===== config.mk =====
export PLATFORM = sky130hd
export DESIGN_NAME = pulse_scan_ctrl_flat
export DESIGN_NICKNAME = d
export VERILOG_FILES = /design/src/rtl/pulse_scan_pkg.sv /design/src/rtl/pulse_scan_ctrl_if.sv /design/src/rtl/pulse_len_core.sv /design/src/rtl/pulse_scan_ctrl.sv /design/src/flat_wrapper.sv
export SDC_FILE = /design/constraint.sdc
export NUM_CORES = 1
export LEC_CHECK = 0
export BUFFER_PORTS_ARGS = -buffer_cell sky130_fd_sc_hd__clkbuf_2
export CAP_MARGIN = 20
export CORE_ASPECT_RATIO = 0.5
export CORE_UTILIZATION = 50
export CTS_CLUSTER_DIAMETER = 40
export DETAILED_ROUTE_END_ITERATION = 10
export GPL_TIMING_DRIVEN = 0
export PLACE_DENSITY_LB_ADDON = 0.12
export SLEW_MARGIN = 10
export SYNTH_ARGS = -nofsm -noshare
export SYNTH_HDL_FRONTEND = slang
export SYNTH_SLANG_ARGS = --single-unit

===== constraint.sdc =====
create_clock -name clk -period 2.3 [get_ports clk]
set_input_delay 0.23 -clock clk [delete_from_list [all_inputs] [get_ports clk]]
set_output_delay 0.23 -clock clk [all_outputs]
set_load 0.02 [all_outputs]

===== src/rtl/pulse_scan_pkg.sv =====
// Shared state encoding and constants for the round-robin pulse scanner.
// Constants are kept at a fixed maximum width; users slice them to N_BITS.
package pulse_scan_pkg;

    typedef enum logic [2:0] {
        IDLE,
        ARM,
        WAIT_LOW,
        MEASURE,
        STORE,
        NEXT
    } state_e;

    localparam int MAX_N_BITS = 32;
    localparam logic [MAX_N_BITS-1:0] CNT_SAT  = '1;
    localparam logic [MAX_N_BITS-1:0] MIN_INIT = '1;

endpackage


===== src/rtl/pulse_scan_ctrl_if.sv =====
// Host-side bundle of the pulse scanner: scan control, pulse inputs, read port and status.
// master = host/stimulus side, slave = the scanner.
interface pulse_scan_ctrl_if #(
    parameter int N_CH     = 4,
    parameter int N_BITS   = 8,
    parameter int WIN_BITS = 16
);
    localparam int CH_W = $clog2(N_CH);

    logic                enable;
    logic [WIN_BITS-1:0] window_len;
    logic [N_CH-1:0]     pulse_in;
    logic [CH_W-1:0]     rd_ch;
    logic [N_BITS-1:0]   rd_max;
    logic [N_BITS-1:0]   rd_min;
    logic                rd_valid;
    logic [CH_W-1:0]     cur_ch;
    logic                busy;
    logic                sweep_done;

    modport master (
        output enable, window_len, pulse_in, rd_ch,
        input  rd_max, rd_min, rd_valid, cur_ch, busy, sweep_done
    );

    modport slave (
        input  enable, window_len, pulse_in, rd_ch,
        output rd_max, rd_min, rd_valid, cur_ch, busy, sweep_done
    );

endinterface


===== src/rtl/pulse_len_core.sv =====
// Single-channel pulse-length datapath: saturating length counter plus working max/min.
// Build option PULSE_SCAN_MIN_EN adds the working minimum and its output port.
module pulse_len_core
    import pulse_scan_pkg::*;
#(
    parameter int N_BITS = 8
) (
    input  logic              clk,
    input  logic              reset_n,
    input  logic              clr,
    input  logic              en,
    input  logic              pulse,
    output logic [N_BITS-1:0] work_max,
`ifdef PULSE_SCAN_MIN_EN
    output logic [N_BITS-1:0] work_min,
`endif
    output logic              got_pulse
);
    localparam logic [N_BITS-1:0] SAT = CNT_SAT[N_BITS-1:0];

    logic              in_pulse_q, in_pulse_d;
    logic [N_BITS-1:0] cnt_q, cnt_d;
    logic [N_BITS-1:0] max_q, max_d;
    logic              got_q, got_d;
`ifdef PULSE_SCAN_MIN_EN
    logic [N_BITS-1:0] min_q, min_d;
`endif

    always_comb begin
        in_pulse_d = in_pulse_q;
        cnt_d      = cnt_q;
        max_d      = max_q;
        got_d      = got_q;
`ifdef PULSE_SCAN_MIN_EN
        min_d      = min_q;
`endif
        if (clr) begin
            in_pulse_d = 1'b0;
            cnt_d      = '0;
            max_d      = '0;
            got_d      = 1'b0;
`ifdef PULSE_SCAN_MIN_EN
            min_d      = MIN_INIT[N_BITS-1:0];
`endif
        end else if (en) begin
            if (pulse) begin
                if (!in_pulse_q) begin
                    in_pulse_d = 1'b1;
                    cnt_d      = N_BITS'(1);
                end else if (cnt_q != SAT) begin
                    cnt_d = cnt_q + N_BITS'(1);
                end
            end else if (in_pulse_q) begin
                // Falling edge: the pulse is complete, fold it into the window result.
                in_pulse_d = 1'b0;
                got_d      = 1'b1;
                if (cnt_q > max_q) max_d = cnt_q;
`ifdef PULSE_SCAN_MIN_EN
                if (cnt_q < min_q) min_d = cnt_q;
`endif
            end
        end
    end

    always_ff @(posedge clk or negedge reset_n) begin
        if (!reset_n) begin
            in_pulse_q <= 1'b0;
            cnt_q      <= '0;
            max_q      <= '0;
            got_q      <= 1'b0;
`ifdef PULSE_SCAN_MIN_EN
            min_q      <= MIN_INIT[N_BITS-1:0];
`endif
        end else begin
            in_pulse_q <= in_pulse_d;
            cnt_q      <= cnt_d;
            max_q      <= max_d;
            got_q      <= got_d;
`ifdef PULSE_SCAN_MIN_EN
            min_q      <= min_d;
`endif
        end
    end

    assign work_max  = max_q;
    assign got_pulse = got_q;
`ifdef PULSE_SCAN_MIN_EN
    assign work_min  = min_q;
`endif

endmodule


===== src/rtl/pulse_scan_ctrl.sv =====
// Round-robin pulse-width scanner: one measurement core time-shared over N_CH inputs.
// Define PULSE_SCAN_MIN_EN to include minimum tracking and the min result bank.
module pulse_scan_ctrl
    import pulse_scan_pkg::*;
#(
    parameter int N_CH     = 4,
    parameter int N_BITS   = 8,
    parameter int WIN_BITS = 16
) (
    input logic              clk,
    input logic              reset_n,
    pulse_scan_ctrl_if.slave bus
);
    localparam int              CH_W    = $clog2(N_CH);
    localparam logic [CH_W-1:0] LAST_CH = CH_W'(N_CH - 1);

    state_e              state_q, state_d;
    logic [CH_W-1:0]     cur_ch_q, cur_ch_d;
    logic [WIN_BITS-1:0] win_q, win_d;
    logic                core_clr, core_en, store;
    logic                sel_pulse, win_last;
    logic [N_BITS-1:0]   work_max;
    logic                got_pulse;
    logic [N_BITS-1:0]   bank_max_q [N_CH];
    logic [N_BITS-1:0]   bank_max_d [N_CH];
    logic [N_CH-1:0]     valid_q, valid_d;
`ifdef PULSE_SCAN_MIN_EN
    logic [N_BITS-1:0]   work_min;
    logic [N_BITS-1:0]   bank_min_q [N_CH];
    logic [N_BITS-1:0]   bank_min_d [N_CH];
`endif

    assign sel_pulse = bus.pulse_in[cur_ch_q];
    assign win_last  = (win_q == WIN_BITS'(1));

    pulse_len_core #(.N_BITS(N_BITS)) u_core (
        .clk       (clk),
        .reset_n   (reset_n),
        .clr       (core_clr),
        .en        (core_en),
        .pulse     (sel_pulse),
        .work_max  (work_max),
`ifdef PULSE_SCAN_MIN_EN
        .work_min  (work_min),
`endif
        .got_pulse (got_pulse)
    );

    // Dropping enable inside a window abandons it; STORE and NEXT always run to completion.
    always_comb begin
        state_d  = state_q;
        cur_ch_d = cur_ch_q;
        win_d    = win_q;
        core_clr = 1'b0;
        core_en  = 1'b0;
        store    = 1'b0;
        unique case (state_q)
            IDLE: begin
                if (bus.enable) state_d = ARM;
            end
            ARM: begin
                if (!bus.enable) begin
                    state_d = IDLE;
                end else begin
                    win_d    = (bus.window_len == '0) ? WIN_BITS'(1) : bus.window_len;
                    core_clr = 1'b1;
                    state_d  = WAIT_LOW;
                end
            end
            WAIT_LOW: begin
                if (!bus.enable) begin
                    state_d = IDLE;
                end else if (win_last) begin
                    state_d = STORE;
                end else begin
                    win_d = win_q - WIN_BITS'(1);
                    if (!sel_pulse) state_d = MEASURE;
                end
            end
            MEASURE: begin
                if (!bus.enable) begin
                    state_d = IDLE;
                end else begin
                    core_en = 1'b1;
                    if (win_last) state_d = STORE;
                    else          win_d   = win_q - WIN_BITS'(1);
                end
            end
            STORE: begin
                store   = 1'b1;
                state_d = NEXT;
            end
            NEXT: begin
                cur_ch_d = (cur_ch_q == LAST_CH) ? '0 : cur_ch_q + CH_W'(1);
                state_d  = bus.enable ? ARM : IDLE;
            end
            default: state_d = IDLE;
        endcase
    end

    always_comb begin
        bank_max_d = bank_max_q;
        valid_d    = valid_q;
`ifdef PULSE_SCAN_MIN_EN
        bank_min_d = bank_min_q;
`endif
        if (store && got_pulse) begin
            bank_max_d[cur_ch_q] = work_max;
            valid_d[cur_ch_q]    = 1'b1;
`ifdef PULSE_SCAN_MIN_EN
            bank_min_d[cur_ch_q] = work_min;
`endif
        end
    end

    always_ff @(posedge clk or negedge reset_n) begin
        if (!reset_n) begin
            state_q  <= IDLE;
            cur_ch_q <= '0;
            win_q    <= '0;
            valid_q  <= '0;
            for (int i = 0; i < N_CH; i++) begin
                bank_max_q[i] <= '0;
`ifdef PULSE_SCAN_MIN_EN
                bank_min_q[i] <= MIN_INIT[N_BITS-1:0];
`endif
            end
        end else begin
            state_q    <= state_d;
            cur_ch_q   <= cur_ch_d;
            win_q      <= win_d;
            valid_q    <= valid_d;
            bank_max_q <= bank_max_d;
`ifdef PULSE_SCAN_MIN_EN
            bank_min_q <= bank_min_d;
`endif
        end
    end

    // Out-of-range read selects return an empty result rather than aliasing a channel.
    always_comb begin
        bus.rd_max   = '0;
        bus.rd_min   = '0;
        bus.rd_valid = 1'b0;
        if (32'(bus.rd_ch) < N_CH) begin
            bus.rd_max   = bank_max_q[bus.rd_ch];
            bus.rd_valid = valid_q[bus.rd_ch];
`ifdef PULSE_SCAN_MIN_EN
            bus.rd_min   = bank_min_q[bus.rd_ch];
`endif
        end
    end

    assign bus.cur_ch     = cur_ch_q;
    assign bus.busy       = (state_q != IDLE);
    assign bus.sweep_done = (state_q == NEXT) && (cur_ch_q == LAST_CH);

endmodule


===== src/flat_wrapper.sv =====
// flat-port wrapper written by rule: the top's interface ports become plain ports
module pulse_scan_ctrl_flat import pulse_scan_pkg::*;
#(
    parameter int N_CH     = 4,
    parameter int N_BITS   = 8,
    parameter int WIN_BITS = 16
)
  (clk, reset_n, bus_enable, bus_window_len, bus_pulse_in, bus_rd_ch, bus_rd_max, bus_rd_min, bus_rd_valid, bus_cur_ch, bus_busy, bus_sweep_done);
  pulse_scan_ctrl_if #(.N_CH(N_CH), .N_BITS(N_BITS), .WIN_BITS(WIN_BITS)) bus_i ();
  input logic clk;
  input logic reset_n;
  input wire logic [$bits(bus_i.enable)-1:0] bus_enable;
  input wire logic [$bits(bus_i.window_len)-1:0] bus_window_len;
  input wire logic [$bits(bus_i.pulse_in)-1:0] bus_pulse_in;
  input wire logic [$bits(bus_i.rd_ch)-1:0] bus_rd_ch;
  output wire logic [$bits(bus_i.rd_max)-1:0] bus_rd_max;
  output wire logic [$bits(bus_i.rd_min)-1:0] bus_rd_min;
  output wire logic [$bits(bus_i.rd_valid)-1:0] bus_rd_valid;
  output wire logic [$bits(bus_i.cur_ch)-1:0] bus_cur_ch;
  output wire logic [$bits(bus_i.busy)-1:0] bus_busy;
  output wire logic [$bits(bus_i.sweep_done)-1:0] bus_sweep_done;
  assign bus_i.enable = bus_enable;
  assign bus_i.window_len = bus_window_len;
  assign bus_i.pulse_in = bus_pulse_in;
  assign bus_i.rd_ch = bus_rd_ch;
  assign bus_rd_max = bus_i.rd_max;
  assign bus_rd_min = bus_i.rd_min;
  assign bus_rd_valid = bus_i.rd_valid;
  assign bus_cur_ch = bus_i.cur_ch;
  assign bus_busy = bus_i.busy;
  assign bus_sweep_done = bus_i.sweep_done;
  pulse_scan_ctrl #(.N_CH(N_CH), .N_BITS(N_BITS), .WIN_BITS(WIN_BITS)) u_core (.clk(clk), .reset_n(reset_n), .bus(bus_i));
endmodule

==> flow_summary.rst <==
.. list-table::
   :header-rows: 1

   * - Metric
     - Value
   * - Run status
     - finished clean
   * - Setup total negative slack
     - 0 ns
   * - CTS Root Buffer Type
     - sky130_fd_sc_hd__clkbuf_16
   * - Parity-gate share of the synthesized area counting xor and xnor cells
     - 0%
   * - Top flip-flop cell by instance count after synthesis
     - sky130_fd_sc_hd__dfrtp_1
   * - Count of cell types in the netlist
     - 54
   * - Overflow left after global routing
     - 0
   * - Sequence of cells on the critical path
     - or3_4 -> or4b_4 -> o21ai_4 -> and2_4 -> inv_2 -> a221oi_2
   * - Post-placement setup slack
     - -0.181 ns
   * - Worst Hold Path EP
     - u_core.win_q[1]
   * - Layout Cell Area excl Fill
     - 0.00476 mm²
   * - Most instantiated library cell after synthesis
     - sky130_fd_sc_hd__dfrtp_1
   * - Count of placed standard cells including taps
     - 551
   * - CP Launch Type
     - flop
   * - Register bit total from synthesis
     - 75
   * - Rows
     - 22
   * - HPWL after detailed placement
     - ~6500 µm
   * - Initial core utilization
     - between 50% and 60%
   * - Placed cell areas
     - 0.00440 mm²
   * - CTS buffer count
     - 9
   * - Width of the die
     - approximately 130 µm
   * - Max incr delay on CP
     - just under 0.6 ns
   * - Final-stage net count
     - 500
   * - Cell area after technology mapping
     - 0.00403 mm²
   * - Iteration count of the initial detailed-routing pass
     - 4
   * - Reg-to-reg endpoint
     - u_core.win_q[3]
   * - Vias after detailed routing
     - between 3000 and 4000
   * - HP Class
     - primary input to flop
   * - Residual DRC
     - 0
   * - Maximum number of pins on one net before global-route repair
     - 46
   * - Number of global-route vias before repair
     - ~3300
   * - Adder and majority cell fraction of the synthesized area
     - 4.65%
   * - Portion of the post-synthesis area used by sequential elements
     - a little under half
   * - Number of warnings reported in the yosys synthesis log
     - 0
   * - Share of layout cells above drive strength 1
     - 21.5%
   * - Critical Path Fanout Max
     - 5
   * - Gpl congestion
     - approximately 0.85
   * - Largest cells by area after synthesis
     - sky130_fd_sc_hd__dfrtp_1 47%, sky130_fd_sc_hd__mux4_2 5.6%, sky130_fd_sc_hd__o21ai_0 4.8%
   * - Die boundary height
     - 65.5 µm
   * - Setup repair after global routing missed its margin
     - no
   * - Clock latency reported for the late side of the worst-skew pair
     - approximately 0.34 ns
   * - Num ports
     - 46
   * - Initial antenna violation count
     - 0
   * - Worst slew margin
     - between 40% and 50%
   * - Total of buffers placed on input and output ports
     - 35
   * - Required time of the worst setup path
     - roughly 2.6 ns
   * - Worst Hold Depth
     - 3
   * - Area added between synthesis and finish
     - 18.2%
   * - Dominant cell type by area after synthesis
     - sky130_fd_sc_hd__dfrtp_1
   * - Placeable core region
     - about 0.0076 mm²
   * - Bufs on Longest Clock Path
     - 2
   * - Final Skew
     - around 0.0073 ns
   * - Overall track demand over capacity in global routing
     - 25.0%
   * - Arrival time at the worst endpoint
     - 2.48 ns
   * - Slew at the pin closest to its max-slew limit
     - approximately 0.78 ns
   * - Synth Area in Compound Gates
     - just over 20%
   * - Clock slew at the register clock pins of the worst setup and hold paths
     - 0.06 ns
   * - Number of hold violations in the final report
     - 0
   * - Clock tree from TritonCTS
     - yes
   * - Multiplexer share of the synthesized area
     - 7.76%
   * - Final Worst Setup Slack
     - roughly 0.068 ns
   * - Fillers
     - 625
   * - Async S/R FF share, synth
     - between 90% and 100%
   * - Slowest library cell on the worst path
     - sky130_fd_sc_hd__or4b_4
   * - Clock sink total
     - 75
   * - Register-to-Register Setup Slack
     - between 0.06 and 0.07 ns
   * - Main combinational cell family by area after synthesis
     - compound AO/OA/AOI/OAI gates
   * - Reg2Reg Depth
     - 6
   * - Finished Layout Cells
     - 573
   * - Area share of the largest cell type after synthesis
     - 46.5%
   * - H-tree depth reported by CTS
     - 3
   * - Number of enable-type register cells in the synthesized netlist
     - 0
   * - Fin crit share
     - between 90% and 100%
   * - Wirelength per Cell
     - between 15 and 20 µm
   * - Vias/cell
     - a little under 6
   * - Worst VDD drop
     - 506 µV
   * - Mapped Cells
     - 400
   * - Number of DRC markers in iteration 0
     - roughly 160
   * - Startpoint of the worst register-to-register path
     - u_core.win_q[9]
   * - Leakage power figure
     - approximately 2.1 nW
   * - N_diodes
     - 0
   * - Total wire length after detailed routing
     - between 9000 and 10000 µm
   * - Worst setup EP type
     - flop
   * - Number of pins with negative max-slew slack in the final report
     - 0
   * - Global-route wire length before repair
     - 16000 µm
   * - Number of setup violations in the final report
     - 0
   * - Final period demand of the worst path
     - 2.23 ns
   * - Count of antenna-violating nets left after detailed routing
     - 0
   * - List of most frequent post-synthesis cells
     - 75 x sky130_fd_sc_hd__dfrtp_1, 41 x sky130_fd_sc_hd__nand2_1, 39 x sky130_fd_sc_hd__o21ai_0, 26 x sky130_fd_sc_hd__nor2_1, 20 x sky130_fd_sc_hd__a21oi_1
   * - Highest attainable clock frequency
     - between 400 and 500 MHz
   * - Maximum capacitance violations
     - 0
   * - Pwr per Cell Area
     - around 960 mW/mm²
   * - Simple-gate share of the synthesized area
     - between 15 and 20%
   * - Setup CP Type
     - flop to flop
   * - Mean cell area of the mapped netlist
     - just over 10 µm²
   * - Start point of the worst hold path
     - bus_window_len[1]
   * - Die outline area
     - about 0.0085 mm²
   * - Total power
     - 4.56 mW
[how the worst max path moves through the flow]
stage | from | endpoint | slack [ns] | cells past startpoint
5_1_grt | u_core.win_q[9] | u_core.win_q[3] | 0.009 | 6
3_5_place_dp | u_core.win_q[7] | u_core.win_q[12] | -0.18 | 7
2_1_floorplan | u_core.bus.cur_ch[0] | u_core.u_core.work_max[0] | 0.09 | 6
6_report | u_core.win_q[9] | u_core.win_q[3] | 0.07 | 6
3_3_place_gp | u_core.win_q[7] | u_core.win_q[12] | -0.11 | 7
4_1_cts | u_core.win_q[7] | u_core.win_q[15] | -0.005 | 7
[stage by stage]
stage                     utilization (%)  hold WS (ns)
after global placement               57.7         0.444
final                                62.9         0.211
after detailed placement             58.1         0.234
after CTS                            62.4         0.207
after floorplan                         -       -0.0656
after global routing                 62.9         0.242
[worst max-delay path: cells and delay by family (launching register included)]
family | cells | cell delay, ns
AO/OA/AOI/OAI | 2 | 0.49
AND/OR/NAND/NOR | 3 | 1.19
buffers and inverters | 1 | 0.07
flip-flops | 1 | 0.39
[registers in the layout, indices dropped and copies added, names as in the netlist]
register                  cells
u_core.u_core.in_pulse_q      1
u_core.win_q                 16
u_core.u_core.work_max        8
u_core.u_core.cnt_q           8
u_core.valid_q                4
u_core.u_core.got_pulse       1
u_core.bank_max_q            32
u_core.state_q                3
u_core.bus.cur_ch             2
[cells in the final DEF (no fill, tap or decap), types with 4 or more instances in the layout]
cell / n
sky130_fd_sc_hd__inv_1: 16
sky130_fd_sc_hd__clkbuf_1: 15
sky130_fd_sc_hd__ha_1: 15
sky130_fd_sc_hd__mux2_2: 6
sky130_fd_sc_hd__buf_4: 15
sky130_fd_sc_hd__a31oi_1: 10
sky130_fd_sc_hd__clkbuf_16: 9
sky130_fd_sc_hd__o21ai_0: 39
sky130_fd_sc_hd__nor2_1: 26
sky130_fd_sc_hd__nand2_1: 41
sky130_fd_sc_hd__dfrtp_1: 74
sky130_fd_sc_hd__nand4_1: 6
sky130_fd_sc_hd__o22a_1: 10
sky130_fd_sc_hd__conb_1: 8
sky130_fd_sc_hd__nand2b_1: 5
sky130_fd_sc_hd__o21a_1: 4
sky130_fd_sc_hd__a2bb2oi_1: 5
sky130_fd_sc_hd__clkbuf_2: 35
sky130_fd_sc_hd__nor2b_1: 6
sky130_fd_sc_hd__a21oi_1: 19
sky130_fd_sc_hd__nand3_1: 5
sky130_fd_sc_hd__and3_1: 5
sky130_fd_sc_hd__a32o_1: 8
sky130_fd_sc_hd__mux4_2: 10
sky130_fd_sc_hd__nor3_1: 14
[report_power, final]
group          switching [mW]  internal (mW)  total, mW
logic                   0.871          0.633       1.50
registers               0.231           1.53       1.76
clock network           0.570          0.730       1.30
[per-layer routing]
| layer | GRT usage, % | wire [µm] | up-vias |
|---|---|---|---|
| met5 | 0 | 0 | - |
| met4 | 7.06 | 137 | 0 |
| met3 | 8.31 | 591 | 19 |
| met1 | 31.3 | 4180 | 1654 |
| met2 | 41.7 | 4460 | 113 |
| li1 | - | - | 1594 |
[final cells by class]
class	count	area (µm²)	share of cell area [%]
Buffer	26	144	3.02
Clock inverter	6	41.3	0.867
Multi-Input combinational cell	287	2010	42.1
Inverter	17	63.8	1.34
Timing Repair Buffer	44	268	5.62
Sequential cell	75	1880	39.4
Clock buffer	10	229	4.81
Tap cell	108	135	2.84
[logic make-up (layout without fill, tap and decap cells)]
family	count (synthesis)	in the layout
AND/OR/NAND/NOR	124	124
AO/OA/AOI/OAI	122	122
flip-flops	75	75
adder cells (fa/ha/maj)	15	15
multiplexers	18	18
other	1	8
buffers and inverters	45	103
[timing repair]
| item | CTS | global route |
|---|---|---|
| pin swaps | 1 | 3 |
| setup endpoints to repair | 22 | 22 |
| endpoints found under the hold margin | 30 | 0 |
| resized for setup | 6 | 5 |
| hold buffers | 1 | 0 |
| buffers inserted | 3 | 4 |
Note: power is estimated with default switching activity, not from simulation.
